### src/rtl/display_scheduler_if.sv
// Content buses into the display scheduler and the multiplexed pin drive out of it.
// No flow control: the content side holds its buses valid continuously; the display side only observes.
interface display_scheduler_if;
   logic [2:0]  presente;
   logic [27:0] display_menu;
   logic [6:0]  heroe;
   logic [20:0] display_obs;
   logic [20:0] display_puntaje;
   logic [6:0]  displayout;
   logic [7:0]  selector;
   logic        frame_tick;

   modport master (
      output presente, display_menu, heroe, display_obs, display_puntaje,
      input  displayout, selector, frame_tick
   );

   modport slave (
      input  presente, display_menu, heroe, display_obs, display_puntaje,
      output displayout, selector, frame_tick
   );
endinterface

### src/rtl/display_scheduler.sv
// Scans an 8-digit 7-segment display from per-frame content snapshots; 1-cycle registered output latency.
// No backpressure: free-running scan, and content is sampled only at frame start.
module display_scheduler #(
   parameter int DIGIT_CYCLES = 50000,
   parameter int BLANK_CYCLES = 500,
   parameter int BLINK_FRAMES = 64
) (
   input  logic              clk,
   input  logic              rst_n,
   display_scheduler_if.slave bus_if
);

   localparam int CNT_W = $clog2(DIGIT_CYCLES);
   localparam int BF_W  = (BLINK_FRAMES > 1) ? $clog2(BLINK_FRAMES) : 1;

   localparam logic [2:0] ST_MENU   = 3'd0;
   localparam logic [2:0] ST_SELECT = 3'd1;
   localparam logic [2:0] ST_PLAY   = 3'd2;
   localparam logic [2:0] ST_RESULT = 3'd3;

   typedef struct packed {
      logic [2:0]  state;
      logic [27:0] menu;
      logic [6:0]  hero;
      logic [20:0] obs;
      logic [20:0] score;
   } snap_t;

   logic [CNT_W-1:0] cnt_q, cnt_d;
   logic [2:0]       idx_q, idx_d;
   snap_t            snap_q, snap_d;
   logic [BF_W-1:0]  bcnt_q, bcnt_d;
   logic             blink_q, blink_d;
   logic [7:0]       sel_q, sel_d;
   logic [6:0]       seg_q, seg_d;
   logic             slot_end;
   logic             frame_start;
   logic             in_blank;

   assign slot_end    = (cnt_q == CNT_W'(DIGIT_CYCLES - 1));
   assign frame_start = (cnt_q == '0) && (idx_q == 3'd7);
   assign in_blank    = (cnt_q < CNT_W'(BLANK_CYCLES));

   function automatic logic [6:0] glyph_of(input snap_t s, input logic hide, input logic [2:0] idx);
      logic [6:0] menu_g;
      logic [6:0] g;
      menu_g = 7'h00;
      g      = 7'h00;
      case (idx)
         3'd7:    menu_g = s.menu[27:21];
         3'd6:    menu_g = s.menu[20:14];
         3'd5:    menu_g = s.menu[13:7];
         3'd4:    menu_g = s.menu[6:0];
         default: menu_g = 7'h00;
      endcase
      case (s.state)
         ST_MENU:   g = menu_g;
         ST_SELECT: g = (idx == 3'd0) ? s.hero : menu_g;
         ST_PLAY: begin
            case (idx)
               3'd7:    g = s.score[20:14];
               3'd6:    g = s.score[13:7];
               3'd5:    g = s.score[6:0];
               3'd3:    g = s.obs[20:14];
               3'd2:    g = s.obs[13:7];
               3'd1:    g = s.obs[6:0];
               3'd0:    g = s.hero;
               default: g = 7'h00;
            endcase
         end
         ST_RESULT: begin
            case (idx)
               3'd2:    g = s.score[20:14];
               3'd1:    g = s.score[13:7];
               3'd0:    g = s.score[6:0];
               default: g = menu_g;
            endcase
            // Blink hides segments only; the scan keeps running so brightness timing is unchanged.
            if (hide) begin
               g = 7'h00;
            end
         end
         default: g = 7'h00;
      endcase
      return g;
   endfunction

   always_comb begin
      cnt_d = slot_end ? '0 : cnt_q + CNT_W'(1);
      idx_d = slot_end ? idx_q - 3'd1 : idx_q;
   end

   always_comb begin
      snap_d  = snap_q;
      bcnt_d  = bcnt_q;
      blink_d = blink_q;
      if (frame_start) begin
         snap_d.state = bus_if.presente;
         snap_d.menu  = bus_if.display_menu;
         snap_d.hero  = bus_if.heroe;
         snap_d.obs   = bus_if.display_obs;
         snap_d.score = bus_if.display_puntaje;
         // Counting starts on the second RESULT frame so the first visible half lasts BLINK_FRAMES frames.
         if (bus_if.presente != ST_RESULT) begin
            bcnt_d  = '0;
            blink_d = 1'b0;
         end else if (snap_q.state == ST_RESULT) begin
            if (bcnt_q == BF_W'(BLINK_FRAMES - 1)) begin
               bcnt_d  = '0;
               blink_d = ~blink_q;
            end else begin
               bcnt_d = bcnt_q + BF_W'(1);
            end
         end
      end
   end

   // Glyphs come from the next-state snapshot so digit 7 never shows stale content when blanking is zero.
   always_comb begin
      sel_d = 8'hFF;
      seg_d = 7'h7F;
      if (!in_blank) begin
         sel_d = ~(8'd1 << idx_q);
         seg_d = ~glyph_of(snap_d, blink_d, idx_q);
      end
   end

   always_ff @(posedge clk or negedge rst_n) begin
      if (!rst_n) begin
         cnt_q   <= '0;
         idx_q   <= 3'd7;
         snap_q  <= '0;
         bcnt_q  <= '0;
         blink_q <= 1'b0;
         sel_q   <= 8'hFF;
         seg_q   <= 7'h7F;
      end else begin
         cnt_q   <= cnt_d;
         idx_q   <= idx_d;
         snap_q  <= snap_d;
         bcnt_q  <= bcnt_d;
         blink_q <= blink_d;
         sel_q   <= sel_d;
         seg_q   <= seg_d;
      end
   end

   assign bus_if.selector   = sel_q;
   assign bus_if.displayout = seg_q;
   assign bus_if.frame_tick = rst_n & frame_start;

endmodule

### src/flat_wrapper.sv
// flat-port wrapper written by rule: the top's interface ports become plain ports
module display_scheduler_flat 
#(
   parameter int DIGIT_CYCLES = 50000,
   parameter int BLANK_CYCLES = 500,
   parameter int BLINK_FRAMES = 64
)
  (clk, rst_n, bus_if_presente, bus_if_display_menu, bus_if_heroe, bus_if_display_obs, bus_if_display_puntaje, bus_if_displayout, bus_if_selector, bus_if_frame_tick);
  display_scheduler_if bus_if_i ();
  input  logic clk;
  input  logic rst_n;
  input wire logic [$bits(bus_if_i.presente)-1:0] bus_if_presente;
  input wire logic [$bits(bus_if_i.display_menu)-1:0] bus_if_display_menu;
  input wire logic [$bits(bus_if_i.heroe)-1:0] bus_if_heroe;
  input wire logic [$bits(bus_if_i.display_obs)-1:0] bus_if_display_obs;
  input wire logic [$bits(bus_if_i.display_puntaje)-1:0] bus_if_display_puntaje;
  output wire logic [$bits(bus_if_i.displayout)-1:0] bus_if_displayout;
  output wire logic [$bits(bus_if_i.selector)-1:0] bus_if_selector;
  output wire logic [$bits(bus_if_i.frame_tick)-1:0] bus_if_frame_tick;
  assign bus_if_i.presente = bus_if_presente;
  assign bus_if_i.display_menu = bus_if_display_menu;
  assign bus_if_i.heroe = bus_if_heroe;
  assign bus_if_i.display_obs = bus_if_display_obs;
  assign bus_if_i.display_puntaje = bus_if_display_puntaje;
  assign bus_if_displayout = bus_if_i.displayout;
  assign bus_if_selector = bus_if_i.selector;
  assign bus_if_frame_tick = bus_if_i.frame_tick;
  display_scheduler #(.DIGIT_CYCLES(DIGIT_CYCLES), .BLANK_CYCLES(BLANK_CYCLES), .BLINK_FRAMES(BLINK_FRAMES)) u_core (.clk(clk), .rst_n(rst_n), .bus_if(bus_if_i));
endmodule
### config.mk
export PLATFORM = sky130hd
export DESIGN_NAME = display_scheduler_flat
export DESIGN_NICKNAME = d
export VERILOG_FILES = /design/src/rtl/display_scheduler_if.sv /design/src/rtl/display_scheduler.sv /design/src/flat_wrapper.sv
export SDC_FILE = /design/constraint.sdc
export NUM_CORES = 1
export LEC_CHECK = 0
export ABC_AREA = 1
export ABC_CLOCK_PERIOD_IN_PS = 6200
export CAP_MARGIN = 20
export CELL_PAD_IN_SITES_DETAIL_PLACEMENT = 1
export CELL_PAD_IN_SITES_GLOBAL_PLACEMENT = 2
export CORE_MARGIN = 5
export CORE_UTILIZATION = 34
export DETAILED_ROUTE_END_ITERATION = 16
export PLACE_DENSITY = 0.95
export SLEW_MARGIN = 10
export SYNTH_ARGS = -nofsm -noshare
export SYNTH_HDL_FRONTEND = slang
export SYNTH_SLANG_ARGS = --single-unit
### constraint.sdc
create_clock -name clk -period 6.2 [get_ports clk]
set_input_delay 1.24 -clock clk [delete_from_list [all_inputs] [get_ports clk]]
set_output_delay 1.24 -clock clk [all_outputs]
set_load 0.005 [all_outputs]
==> impl_metrics.csv, run 1 <==
group,metric,value,unit
run_status,status,"finished, final reports clean",
logic_synthesis,yosysWarnings,0,
detailed_routing,wl_per_cell,17.03,um
flow_run,drv_cap,0,
timing,slew_headroom,42.24,%
logic_synthesis,yosys_most_used_dff,"dfrtp_1",
detailed_routing,drt-total-wl,23.63,mm
placement,placed_cells,1356,
logic_synthesis,synth_edf_count,0,
timing,setup_tns,0,ns
clock_network,clk_pin_slew,0.06,ns
die,die_area,24460,um^2
clock_network,postCtsHoldBufs,0,
logic_synthesis,synth.avg_cell_area,7.185,um^2
critical_path,timing.rr.start,"u_core.cnt_q[10]$_DFF_PN0_",
pwr,total_power,1.830,mW
timing,layout_worst_path_cycle_share,72.11,%
placement,hpwl,16.52,mm
critical_path,cp-start-kind,"register",
global_routing,gr-total-overflow,0,
detailed_routing,vias,6807,
pwr,peakVddDrop,0.1858,mV
timing,fmax,223.7,MHz
logic_synthesis,ys_seq_area_share,41.87,%
timing,tightest_slew,0.8632,ns
layout,fillers,2652,
clock_network,cts_inserted_buffers,17,
die,dieHeight,156.4,um
worst_hold_path,hp-class,"register to register",
worst_hold_path,min_path_cells,1,
detailed_routing,drtPass1Iterations,4,
pwr,power_density,203.4,nW/um^2
logic_synthesis,yosys_register_bits,121,
timing,fin_skew,0.009476,ns
critical_path,required,4.96,ns
die,fp.dieW,156.4,um
logic_synthesis,async_flop_share,100.0,%
clock_network,clock-sinks,121,
layout,diodes,0,
worst_hold_path,hp-start,"u_core.cnt_q[0]$_DFF_PN0_",
logic_synthesis,syn_inst,1014,
worst_hold_path,hold_path_end,"u_core.cnt_q[0]$_DFF_PN0_",
critical_path,arrival,3.23,ns
die,design.core.area,21090,um^2
timing,slew_viol_final,0,
critical_path,worstSetupEndpointType,"output pin",
timing,timing.final.setup_violations,0,
critical_path,r2r_setup_slack,2.96,ns
critical_path,worst-setup-path-type,"register to output pin",
clock_network,clock_latency,0.44,ns
clock_network,htreeDepth,4,
die,initial_core_util,34.55,%
critical_path,rr_endpoint,"u_core.bus_if.displayout[3]$_DFF_PN1_",
clock_network,post-cts-setup-buffer-count,0,
critical_path,r2r_cells,12,
die,io_pins,98,
global_routing,grt_pass1_wl,37.87,mm
die,row_count,53,
clock_network,cts_max_path_buffers,2,
pwr,leakage,4.934,nW
layout,final_cells,1388,
global_routing,grt_pass1_vias,7131,
logic_synthesis,synth_area,7286,um^2
layout,nets,1190,
global_routing,antenna_found_initial,0,
layout,area_delta_synth_final,23.48,%
layout,drive_gt1_share,7.996,%
critical_path,crit_fanout,60,
timing,grt_setup_unrepaired,"no",
detailed_routing,avgViaCountPerCell,4.904,
detailed_routing,antenna_left,0,
timing,min_period,4.471,ns
detailed_routing,drt-initial-drc-count,316,
timing,whs,0.4997,ns
layout,stdcell_area,8996,um^2
placement,place_congestion,0.7894,
global_routing,grt_max_degree,65,
timing,finalHoldViolations,0,
clock_network,cts_resized,0,
clock_network,cts-root-buf,"clkbuf_16",
detailed_routing,drc,0,
global_routing,grtUsageTotal,19.91,%
logic_synthesis,synth_fp_nets,1104,
logic_synthesis,synth.distinct_cells,37,
placement,postPlaceCellArea,8432,um^2
placement,port_buffers,97,
clock_network,cts_tree,"done",
area by class of cell:
type | instances | area, um^2 | share of cell area, %
inverters | 205 | 772.0 | 8.581
clock inverters | 14 | 125.1 | 1.391
well taps | 275 | 344.1 | 3.825
flip-flops and latches | 121 | 3050 | 33.91
clock buffers | 18 | 439.2 | 4.882
repair buffers | 104 | 1021 | 11.35
multi-input cells | 651 | 3244 | 36.06
sequential cells by signal, indices dropped and copies added (netlist names):
| signal | flops |
|---|---|
| u_core.snap_q | 80 |
| u_core.cnt_q | 16 |
| u_core.bus_if.selector | 8 |
| u_core.bus_if.displayout | 7 |
| u_core.bcnt_q | 6 |
| u_core.idx_q | 3 |
| u_core.blink_q | 1 |
power by group:
part / internal, mW / switching, mW / total [mW] / leakage, nW
Clock: 0.561 / 0.388 / 0.949 / 0.272
Combinational: 0.0492 / 0.0391 / 0.0882 / 3.11
Sequential: 0.792 / 0.000885 / 0.793 / 1.55
Total: 1.40 / 0.428 / 1.83 / 4.93
cell usage after synthesis, types with 4 or more instances:
cell type  count  share of area, %
buf_6          4              0.62
xor2_1         6              0.72
nor2_2         5              0.43
nand3_1       96               6.6
nand2_1      256                13
buf_4          9              0.93
o21ai_0        9              0.62
dfstp_2       18               6.5
nand2_2        4              0.34
nor3_1        10              0.69
ha_1           8               1.4
nor2_4         4              0.62
o21bai_1       5              0.52
dfrtp_1      103                35
nor2_1        73               3.8
buf_2         17               1.2
and2_1        54               4.6
clkbuf_1       5              0.26
o21ai_1       20               1.4
inv_2          7              0.36
nand4_1       70               6.0
a21oi_1        9              0.62
inv_1        197                10
o21a_1         7              0.72
worst max-delay path by stage:
stage	startpoint	end	slack (ns)
6_report	u_core.idx_q[1]$_DFFE_PN1N_	bus_if_frame_tick	1.73
5_1_grt	u_core.idx_q[0]$_DFFE_PN1N_	bus_if_frame_tick	1.59
4_1_cts	u_core.idx_q[1]$_DFFE_PN1N_	bus_if_frame_tick	1.71
3_5_place_dp	u_core.idx_q[1]$_DFFE_PN1N_	bus_if_frame_tick	2.20
3_3_place_gp	u_core.idx_q[1]$_DFFE_PN1N_	bus_if_frame_tick	2.25
2_1_floorplan	u_core.idx_q[1]$_DFFE_PN1N_	bus_if_frame_tick	3.27
layout by cell type, fill, tap and decap left out, types with 9 or more instances in the layout:
cell	count
nand2_1	256
inv_1	197
dfrtp_1	103
nand3_1	96
clkdlybuf4s50_1	96
nor2_1	73
nand4_1	70
and2_1	54
o21ai_1	20
dfstp_2	18
clkbuf_16	17
nor3_1	10
o21ai_0	9
a21oi_1	9
through the flow:
step                      util [%]  setup WS, ns
after CTS                    42.66         1.714
after detailed placement     39.98         2.198
after global placement       39.98         2.254
after floorplan                  -         3.265
after global routing         42.66         1.587
final                        42.66         1.729
metal layers:
metal / vias up / GRT usage, % / wire length [um]
li1: 3328 / - / -
met4: 0 / 7.314 / 508
met2: 108 / 32.85 / 11280
met3: 32 / 3.595 / 912
met1: 3339 / 26.19 / 10940
met5: - / 0 / 0
worst max-delay path: stages (launching register included):
cell and delay, ns:
dfstp_2 0.56, ha_1 0.29, nand2_4 0.17, inv_4 0.16, nand2_4 0.08, nor2_8 0.34, nand3_4 0.09, buf_4 0.35
nor2_1 0.19, clkdlybuf4s50_1 0.53
cell families after synthesis:
logic type                 Yosys count  synth area share, %
AOI/OAI and AO/OA                   53                4.173
muxes                                1               0.1545
adders and majority gates            8                1.374
and+or+nand+nor                    583                38.04
DFF                                121                41.87
buffers and inverters              242                13.67
xor gates and xnor gates             6               0.7213
(Power assumes the default switching activity.)
==> run 2: changes to the inputs <==
--- a/config.mk
+++ b/config.mk
@@ -6,14 +6,14 @@
 export NUM_CORES = 1
 export LEC_CHECK = 0
 export ABC_AREA = 1
-export ABC_CLOCK_PERIOD_IN_PS = 6200
+export ABC_CLOCK_PERIOD_IN_PS = 4500
 export CAP_MARGIN = 20
 export CELL_PAD_IN_SITES_DETAIL_PLACEMENT = 1
 export CELL_PAD_IN_SITES_GLOBAL_PLACEMENT = 2
 export CORE_MARGIN = 5
-export CORE_UTILIZATION = 34
+export CORE_UTILIZATION = 32
 export DETAILED_ROUTE_END_ITERATION = 16
-export PLACE_DENSITY = 0.95
+export PLACE_DENSITY = 0.93
 export SLEW_MARGIN = 10
 export SYNTH_ARGS = -nofsm -noshare
 export SYNTH_HDL_FRONTEND = slang
==> constraint.sdc (replaced) <==
create_clock -name clk -period 4.5 [get_ports clk]
set_input_delay 0.9 -clock clk [delete_from_list [all_inputs] [get_ports clk]]
set_output_delay 0.9 -clock clk [all_outputs]
set_load 0.005 [all_outputs]
==> run 2 against run 1 <==
Net effect:
- register-to-register slack worse by 1.6 ns
- first-iteration DRC count is 32% higher
- combinational power is 37% higher
- count of clock-buffer cells in the layout increased by 1
- global-route usage is 0.87 points lower
- flip-flop and latch count did not move
==> impl_metrics.csv, run 2 (synthesis gave the netlist of run 1 again) <==
group,metric,value,unit
critical_path,arrival,2.75,ns
placement,hpwl,16.86,mm
critical_path,r2r_cells,13,
layout,nets,1192,
critical_path,crit_chain,"ha_1 > nand2_4 > inv_4 > nand2_4 > nor2_8 > nand3_4 > nor2_1 > clkdlybuf4s50_1",
pwr,clkPwrFrac,53.4,%
die,io_pins,98,
layout,final_common_cell,"nand2_1",
critical_path,crit_fanout,25,
timing,setup_tns,0,ns
pwr,combPwrFrac,4.7,%
pwr,swShare,23.48,%
critical_path,slowest_stage,"dfstp_2",
timing,grt_setup_unrepaired,"no",
clock_network,clock-sinks,121,
run_status,status,"finished, final reports clean",
worst_hold_path,min_path_cells,2,
clock_network,cts-root-buf,"clkbuf_16",
detailed_routing,antenna_left,0,
layout,fillers,2800,
clock_network,cts_tree,"done",
global_routing,grt_max_degree,74,
clock_network,postCtsHoldBufs,0,
layout,area_delta_synth_final,24.20,%
critical_path,required,3.60,ns
layout,ff_latch_area,3050,um^2
layout,largest_register_ffs,80,
die,fp.dieW,160.9,um
critical_path,worst-setup-path-type,"register to output pin",
global_routing,grt_pass1_wl,39.10,mm
global_routing,grt_pass1_vias,7279,
detailed_routing,vias,6851,
pwr,power_frac_seq,41.9,%
critical_path,cp-start-kind,"register",
critical_path,cpMostUsedCell,"nand2_4",
layout,diodes,0,
timing,fmax,273.9,MHz
timing,slew_viol_final,0,
clock_network,cts_inserted_buffers,17,
timing,layout_worst_path_cycle_share,81.14,%
die,initial_core_util,32.38,%
timing,timing.final.setup_violations,0,
flow_run,drv_cap,0,
placement,port_buffers,97,
layout,finish.utilization,40.21,%
layout,largest_register,"u_core.snap_q",
clock_network,clk_pin_slew,0.06,ns
global_routing,antenna_found_initial,0,
die,design.core.area,22500,um^2
pwr,peakVddDrop,0.2439,mV
layout,final_cells,1400,
pwr,leakage,4.955,nW
global_routing,gr-total-overflow,0,
clock_network,cts_max_path_buffers,2,
timing,tightest_slew,0.9818,ns
detailed_routing,drt-initial-drc-count,418,
timing,whs,0.4940,ns
die,dieHeight,160.9,um
critical_path,worstSetupEndpointType,"output pin",
timing,min_period,3.651,ns
layout,drive_gt1_share,8.072,%
clock_network,post-cts-setup-buffer-count,0,
layout,multi_input_area,3244,um^2
layout,final_cell_mix,"256 x nand2_1, 197 x inv_1, 103 x dfrtp_1",
clock_network,htreeDepth,4,
pwr,power_density,288.0,nW/um^2
pwr,p_sw,0.6119,mW
timing,slew_headroom,34.55,%
die,die_area,25890,um^2
global_routing,grtUsageTotal,19.04,%
pwr,total_power,2.606,mW
critical_path,cpPeakStageDelay,0.56,ns
worst_hold_path,hp-class,"register to register",
detailed_routing,wl_per_cell,17.44,um
detailed_routing,drtPass1Iterations,5,
clock_network,cts_resized,0,
timing,finalHoldViolations,0,
timing,fin_skew,0.01297,ns
placement,place_congestion,0.8572,
detailed_routing,drc,0,
detailed_routing,avgViaCountPerCell,4.894,
clock_network,clock_latency,0.43,ns
die,row_count,55,
placement,placed_cells,1368,
pwr,intPower,1.994,mW
detailed_routing,drt-total-wl,24.42,mm
## run 2: cell types whose count changed in the layout (fill, tap and decap cells not counted)
cell and delta:
buf_4 +2, clkinv_2 -2, bufinv_16 +1, clkbuf_1 +1, clkinvlp_4 -1, inv_6 +1
## run 2: area by class of cell
class                   instances  area share [%]
clock buffers                  19           4.895
repair buffers                106           11.45
flip-flops and latches        121           33.71
well taps                     285           3.941
inverters                     205           8.532
clock inverters                13           1.618
multi-input cells             651           35.85
## run 2: final timing paths
check	from	to	slack, ns
max	u_core.idx_q[1]$_DFFE_PN1N_	bus_if_frame_tick	0.85
min	u_core.snap_q[19]$_DFF_PN0_	u_core.snap_q[19]$_DFF_PN0_	0.49
max reg2reg	u_core.idx_q[1]$_DFFE_PN1N_	u_core.bus_if.displayout[3]$_DFF_PN1_	1.33
min reg2reg	u_core.snap_q[19]$_DFF_PN0_	u_core.snap_q[19]$_DFF_PN0_	0.49
max in group asynchronous	rst_n	u_core.snap_q[72]$_DFF_PN0_	2.38
min in group asynchronous	rst_n	u_core.snap_q[33]$_DFF_PN0_	0.67
## run 2: critical path, delay by kind of cell (launching register included)
family                   cells  cell delay, ns
buffers and inverters        2            0.67
AND/OR/NAND/NOR              5            0.83
flip-flops                   1            0.56
adder cells (fa/ha/maj)      1            0.26
## run 2: layer usage
| metal | vias to the layer above | track usage [%] | share of wire, % |
|---|---|---|---|
| met5 | - | 0 | 0 |
| met4 | 0 | 5.622 | 1.9 |
| met3 | 30 | 3.926 | 3.8 |
| met2 | 134 | 32.35 | 49 |
| met1 | 3365 | 24.53 | 46 |
| li1 | 3322 | - | - |
## run 2: metrics by stage
| step | instance area, um^2 | setup WS, ns |
|---|---|---|
| floorplan | 7286 | 1.905 |
| global placement | 8459 | 1.309 |
| detailed placement | 8459 | 1.272 |
| CTS | 9049 | 0.7980 |
| global route | 9049 | 0.6732 |
| finish | 9049 | 0.8488 |
## run 2: power groups by stage
| stage | sequential (mW) | clock [mW] | combinational (mW) |
|---|---|---|---|
| floorplan | 1.11 | 0 | 0.0153 |
| global placement | 1.11 | 0 | 0.124 |
| detailed placement | 1.11 | 0 | 0.124 |
| CTS | 1.09 | 1.41 | 0.125 |
| global route | 1.09 | 1.46 | 0.134 |
| finish | 1.09 | 1.39 | 0.121 |
